**config.mk**
```make
export PLATFORM = sky130hd
export DESIGN_NAME = instr_mem_loader
export DESIGN_NICKNAME = d
export VERILOG_FILES = /design/src/rtl/proc_pkg.sv /design/src/rtl/instr_ram.sv /design/src/rtl/instr_mem_loader.sv
export SDC_FILE = /design/constraint.sdc
export NUM_CORES = 1
export LEC_CHECK = 0
export CAP_MARGIN = 40
export CORE_UTILIZATION = 50
export CTS_BUF_LIST = sky130_fd_sc_hd__clkbuf_4 sky130_fd_sc_hd__clkbuf_8 sky130_fd_sc_hd__clkbuf_16
export CTS_CLUSTER_DIAMETER = 200
export DETAILED_ROUTE_END_ITERATION = 8
export GPL_ROUTABILITY_DRIVEN = 1
export PLACE_DENSITY = 0.73
export REMOVE_ABC_BUFFERS = 1
export SYNTH_ARGS = -nofsm -noshare
export SYNTH_HDL_FRONTEND = slang
export SYNTH_SLANG_ARGS = --single-unit
```
**constraint.sdc**
```tcl
create_clock -name clk -period 2.5 [get_ports clk]
set_input_delay 0.25 -clock clk [delete_from_list [all_inputs] [get_ports clk]]
set_output_delay 0.25 -clock clk [all_outputs]
set_load 0.01 [all_outputs]
```
**src/rtl/proc_pkg.sv**
```systemverilog
// Shared processor definitions: opcode encodings, instruction memory depth
// and the program loader state encoding.
package proc_pkg;

  localparam int DEPTH = 32;

  // The opcode sits in the top two bits of each instruction byte.
  localparam logic [1:0] OP_LOAD = 2'b00;
  localparam logic [1:0] OP_ADD  = 2'b01;
  localparam logic [1:0] OP_SUB  = 2'b10;
  localparam logic [1:0] OP_NOP  = 2'b11;

  localparam logic [7:0] NOP_INSTR = {OP_NOP, 6'b000000};

  typedef enum logic [2:0] {
    IDLE,
    LEN,
    DATA,
    CHECK,
    DONE,
    ERR
  } loader_state_t;

endpackage

```
**src/rtl/instr_ram.sv**
```systemverilog
// Instruction storage: one synchronous write port, one asynchronous read port.
// The contents are deliberately not reset.
module instr_ram #(
  parameter int DEPTH = 32,
  parameter int AW    = 5
) (
  input  logic          clk,
  input  logic          wr_en,
  input  logic [AW-1:0] wr_addr,
  input  logic [7:0]    wr_data,
  input  logic [AW-1:0] rd_addr,
  output logic [7:0]    rd_data
);

  logic [7:0] mem [DEPTH];

  always_ff @(posedge clk) begin
    if (wr_en) begin
      mem[wr_addr] <= wr_data;
    end
  end

  assign rd_data = mem[rd_addr];

endmodule

```
**src/rtl/instr_mem_loader.sv**
```systemverilog
// Downloads a framed program (length, bytes, XOR check) into instruction RAM
// and holds the processor in reset until a verified program is resident.
module instr_mem_loader #(
  parameter int DEPTH = proc_pkg::DEPTH,
  parameter int AW    = 5
) (
  input  logic          clk,
  input  logic          reset,
  input  logic          load_start,
  input  logic          in_valid,
  input  logic [7:0]    in_data,
  output logic          in_ready,
  input  logic [AW-1:0] rd_addr,
  output logic [7:0]    rd_data,
  output logic          cpu_hold,
  output logic          load_done,
  output logic          load_err,
  output logic [AW:0]   prog_len
);

  import proc_pkg::*;

  localparam logic [7:0] DEPTH_B = 8'(DEPTH);

  loader_state_t state;
  logic [AW:0]   cnt;
  logic [AW:0]   cnt_next;
  logic [AW:0]   len_q;
  logic [7:0]    xor_q;
  logic [7:0]    ram_rd;
  logic          hs;
  logic          wr_en;

  assign in_ready = ((state == LEN) || (state == DATA) || (state == CHECK)) && !load_start;
  assign hs       = in_valid && in_ready;
  assign wr_en    = hs && (state == DATA);
  assign cnt_next = cnt + 1'b1;
  assign cpu_hold = ~load_done;

  // Anything outside the committed program fetches as a NOP.
  assign rd_data = (load_done && ({1'b0, rd_addr} < prog_len)) ? ram_rd : NOP_INSTR;

  // The counter never exceeds len_q-1 at a write, so entry DEPTH-1 is the last possible write.
  instr_ram #(
    .DEPTH (DEPTH),
    .AW    (AW)
  ) u_ram (
    .clk     (clk),
    .wr_en   (wr_en),
    .wr_addr (cnt[AW-1:0]),
    .wr_data (in_data),
    .rd_addr (rd_addr),
    .rd_data (ram_rd)
  );

  always_ff @(posedge clk or posedge reset) begin
    if (reset) begin
      state     <= IDLE;
      cnt       <= '0;
      len_q     <= '0;
      xor_q     <= '0;
      prog_len  <= '0;
      load_done <= 1'b0;
      load_err  <= 1'b0;
    end else if (load_start) begin
      state     <= LEN;
      cnt       <= '0;
      xor_q     <= '0;
      prog_len  <= '0;
      load_done <= 1'b0;
      load_err  <= 1'b0;
    end else if (hs) begin
      case (state)
        LEN: begin
          xor_q <= in_data;
          len_q <= in_data[AW:0];
          if ((in_data == 8'h00) || (in_data > DEPTH_B)) begin
            state    <= ERR;
            load_err <= 1'b1;
          end else begin
            state <= DATA;
          end
        end
        DATA: begin
          xor_q <= xor_q ^ in_data;
          cnt   <= cnt_next;
          if (cnt_next == len_q) begin
            state <= CHECK;
          end
        end
        CHECK: begin
          if (in_data == xor_q) begin
            state     <= DONE;
            prog_len  <= len_q;
            load_done <= 1'b1;
          end else begin
            state    <= ERR;
            load_err <= 1'b1;
          end
        end
        default: begin
        end
      endcase
    end
  end

endmodule

```
# After elaboration in Yosys (flattened, before gate mapping)
# Memories as Yosys holds them, arrays and structs flattened.
# Index checks and enable logic that the tools add are counted.
# classes
addsub,1
order_cmp,2
eq_ne,8
muxes,28
bitwise_logic,3
n_reduce_logical,22
# op_table
op,n
6-bit two-way mux,7
8-bit two-way mux,3
8-bit case mux with 2 select lines,1
3-bit two-way mux,4
1-bit two-way mux,11
3-bit case mux with 3 select lines,1
3-bit AND reduction,3
8-bit == test,1
8-bit by 6-bit greater-than comparator with 1-bit output (second input constant),1
8-bit logical NOT,1
2-bit nonzero test,4
8-bit XOR,1
6-bit by 1-bit adder with 6-bit output (second input constant),1
3-bit by 2-bit == test with 1-bit output (second input constant),2
6-bit == test,1
5-bit by 6-bit less-than comparator with 1-bit output,1
3-bit by 2-bit inequality test with 1-bit output (second input constant),2
3-bit nonzero test,2
1-bit logical AND,4
2-bit AND reduction,2
4-bit AND reduction,1
4-bit nonzero test,1
3-bit by 1-bit == test with 1-bit output (second input constant),1
1-bit logical OR,3
4 further kinds,5
# word_totals
ff_bits,31
mem_bits_rw,256
in_bits,17
out_inout_bits,18
memories,1
# memory_table
memory,words,width,rd,rd_clocked_by_memory_dff,wr,line,source
u_ram.mem,32,8,1,0,1,instr_ram.sv:15,logic [7:0] mem [DEPTH];

# Longest topological paths before layout
# logic_depth
depth_word,8
ltp_mapped,8
mapped_depth_nobuf,7

# Hierarchy
# Synthesis repeated with hierarchy kept, for this count alone.
# hier_totals
cells_unflattened,604
hier_area_um2,11762.5
# by_module_without_submodules
mod,n_inst,cells_per_inst,area_each_um2
instr_ram,1,409,9893.2
instr_mem_loader,1,195,1869.3

# Worst setup path after synthesis
# No wires, ideal clock.
# synth_timing
path_kind,flip-flop to output port
startpoint,register prog_len[3]
endpoint,output port rd_data[6]
t_arrival_ns,1.874
path_slack_ns,0.376
path_stages_with_launch,9
n_path_buf,1
cell_sequence,dfrtp_1 > inv_1 > ha_1 > o21a_1 > nor2_1 > or4b_1 > and4b_1 > buf_2 > a22oi_1
# synth_between
elab_chain_cells,3
# synth_rtl
item,line,source
"start, declared",instr_mem_loader.sv:18,output logic [AW:0] prog_len
"start signal, assigned",instr_mem_loader.sv:94,prog_len <= len_q;
5-bit by 6-bit less-than comparator with 1-bit output,instr_mem_loader.sv:41,"assign rd_data = (load_done && ({1'b0, rd_addr} < prog_len)) ? ram_rd : NOP_INSTR;"
1-bit logical AND,instr_mem_loader.sv:41,
8-bit two-way mux,instr_mem_loader.sv:41,
"end, declared",instr_mem_loader.sv:14,"output logic [7:0] rd_data,"
# No other way between the ends.

# Final worst setup path
# layout_timing
startpoint,register prog_len[3]
endpoint,output port rd_data[0]
# Same word-level chain as after synthesis.

==> impl_metrics.csv <==
group,metric,value,unit
run_status,status,"finished, violations left",
run_status,violations,"setup timing",
cells_and_area,fillCellCount,1651,
floorplan,io_pins,35,
setup_path,slowest_stage,"or4b_4",
synthesis,synth_cell_types,48,
placed_design,post-dp-hpwl,17300,µm
min_path,hp-class,"in2async",
power,vdd_ir_drop_max,0.505,mV
floorplan,num_rows,55,
synthesis,synth-edff-count,256,
detailed_routing,drt_pass1_iterations,4,
cells_and_area,final_cells,1106,
sta,timing.final.crit_share,117,%
sta,worst_pin_slew,0.755,ns
synthesis,synth_commonest_cells,"edfxtp_1, mux4_2, nor2_1, nand2_1, dfrtp_1",
detailed_routing,wl,26400,µm
floorplan,core_area,0.0228,mm²
setup_path,r2r-start,"state[2]$_DFFE_PP0P_",
detailed_routing,drt_iter0_drc,646,
synthesis,seq_area_frac_synth,72.0,%
sta,hold_viol_final,0,
clocking,htreeDepth,1,
setup_path,r2r_end,"u_ram.mem[2][1]$_DFFE_PP_",
grt,grtUsageTotal,23.0,%
synthesis,avgSynthCellArea,18.3,µm²
sta,min_period,2.91,ns
floorplan,die_h,155,µm
synthesis,synth.top_cell.area_share,65.4,%
setup_path,start_kind,"flip-flop",
placed_design,dp_cells,1044,
detailed_routing,drt-vias-per-instance,5.80,
placed_design,io_buffers,34,
clocking,cts_buffers,29,
setup_path,cp_max_fo,4,
setup_path,endpoint,"rd_data[0]",
sta,relSlewSlack,49.7,%
cells_and_area,area_growth,19.7,%
detailed_routing,ant_nets,0,
floorplan,die_x,155,µm
detailed_routing,wl_per_cell,23.9,µm
synthesis,synth_seq_cells,287,
floorplan,die-area,0.0241,mm²
grt,grt_pass1_wl,40300,µm
clocking,clkSinkCount,287,
synthesis,async_flop_share,10.8,%
setup_path,rrSetupSlack,0.42,ns
setup_path,max_stage_delay,0.52,ns
clocking,clk_pin_slew_worst_paths,0.06,ns
placed_design,place.gp.congestion,0.864,
placed_design,post-place-ws,-0.594,ns
cells_and_area,n_antenna_cell,0,
sta,rsz0062_at_grt,"yes",
floorplan,initial_core_util,51.4,%
synthesis,syn_area,0.0117,mm²
power,p_per_area,719,mW/mm²
cells_and_area,fin_nets,797,
sta,finalSetupViolCount,8,
clocking,clk_latency,0.54,ns
sta,fin_ws,-0.413,ns
synthesis,synth_area_leader_cell,"edfxtp_1",
synthesis,syn_inst,643,
synthesis,yosys_warnings,0,
synthesis,synth_area_leaders,"edfxtp_1, mux4_2, dfrtp_1",
cells_and_area,drive_above_1_share,30.4,%
setup_path,worstPathCellList,"inv_2 -> ha_4 -> o21a_1 -> nor2_1 -> or4b_4 -> and4b_2 -> buf_6 -> a22o_1 -> buf_2",
grt,antenna_found_initial,0,
sta,fmax,0.343,GHz
sta,slew_viol_final,0,
grt,grt_max_degree,38,
synthesis,synth_flop_cell,"edfxtp_1",
power,p_leak,4.77,nW
detailed_routing,drc,0,
grt,grt.overflow.total,0,
grt,first_global_vias,6663,
setup_path,rr_worst_depth,6,
setup_path,arrival,2.66,ns
clocking,cts_tree,"built",
setup_path,end_kind,"output pin",
sta,fin_skew,0.0216,ns
setup_path,crit_required,2.25,ns
sta,final.setup.tns,-3.14,ns
clocking,cts_hold_buf,0,
clocking,clockBufferDepth,3,
clocking,cts_root_buffer,"clkbuf_16",
detailed_routing,vias,6410,
setup_path,crit_type,"reg2out",
sta,holdWs,0.0960,ns
setup_path,critPathLaunch,"prog_len[3]$_DFFE_PP0P_",
run,maxCapViolCount,0,
synthesis,yosysMostFrequentCell,"edfxtp_1",
worst max-delay path, delay by kind of cell (launching register included):
family / cells / cell delay [ns]
and+or+nand+nor: 3 / 0.86
adders and majority gates: 1 / 0.26
AOI/OAI and AO/OA: 2 / 0.32
DFF: 1 / 0.35
buffers and inverters: 3 / 0.33
final cells by class:
class / count / area (µm²) / share of cell area, %
timing repair buffer: 129 / 1100 / 7.86
tap: 313 / 392 / 2.79
inverter: 9 / 33.8 / 0.240
multi-input combinational: 316 / 3130 / 22.3
sequential: 287 / 8460 / 60.2
clock buffer: 33 / 756 / 5.38
clock inverter: 19 / 175 / 1.25
stage by stage:
stage,area [µm²],utilization [%],total power [W]
5_1_grt,14100,61.5,0.0104
2_1_floorplan,11600,-,0.00566
6_report,14100,61.5,0.0101
3_3_place_gp,13000,57.0,0.00597
3_5_place_dp,13000,57.0,0.00599
4_1_cts,14000,61.4,0.0102
cells in the final DEF (no fill, tap or decap), types with 12 or more instances in the layout:
cell type        Yosys  final
nor2_1              55     55
a22o_1              14     14
edfxtp_1           256    256
a22oi_1             26     25
clkdlybuf4s50_1      0     24
dfrtp_1             31     31
nand2_1             42     42
buf_4                1     86
clkbuf_16            0     29
mux2_2              12     12
mux4_2              64     64
xnor2_1             18     18
report_power, final:
part           leakage (nW)  internal (W)  total (W)  switching (W)
registers              2.70       0.00526    0.00530      0.0000430
clock network         0.457       0.00247    0.00420        0.00173
logic                  1.61      0.000274   0.000601       0.000328
cell families (layout without fill, tap and decap cells):
family / Yosys count / count (layout) / synth area share [%]
buf+inv: 40 / 190 / 1.76
flops: 287 / 287 / 72.0
mux: 76 / 76 / 13.4
xor+xnor: 23 / 23 / 1.71
simple gates: 147 / 147 / 6.01
compound gates: 62 / 62 / 4.20
fa+ha+maj: 8 / 8 / 0.852
registers in the layout, indices dropped and copies added (netlist names):
name       count
xor_q          8
prog_len       6
load_err       1
u_ram.mem    256
load_done      1
state          3
cnt            6
len_q          6
routing by layer:
metal	vias to the layer above	wire, µm	GRT usage (%)
met5	-	0	0
met4	0	448	5.23
met3	34	2000	3.23
met2	265	13300	39.5
met1	3276	10700	31.5
li1	2835	-	-
repair_timing:
item,CTS,global route
pin swaps,3,3
buffers inserted,7,3
setup endpoints to repair,8,8
resized for setup,44,3
endpoints found under the hold margin,0,0
worst min-delay path by stage:
stage,to,cells after the start,slack [ns]
after global routing,prog_len[4]$_DFFE_PP0P_,3,0.14
after floorplan,cnt[4]$_DFFE_PP0P_,1,0.31
after detailed placement,load_err$_DFFE_PP0P_,2,0.48
after CTS,len_q[0]$_DFFE_PP0P_,3,0.09
after global placement,load_err$_DFFE_PP0P_,2,0.48
final,prog_len[4]$_DFFE_PP0P_,3,0.1
(Power assumes the default switching activity.)
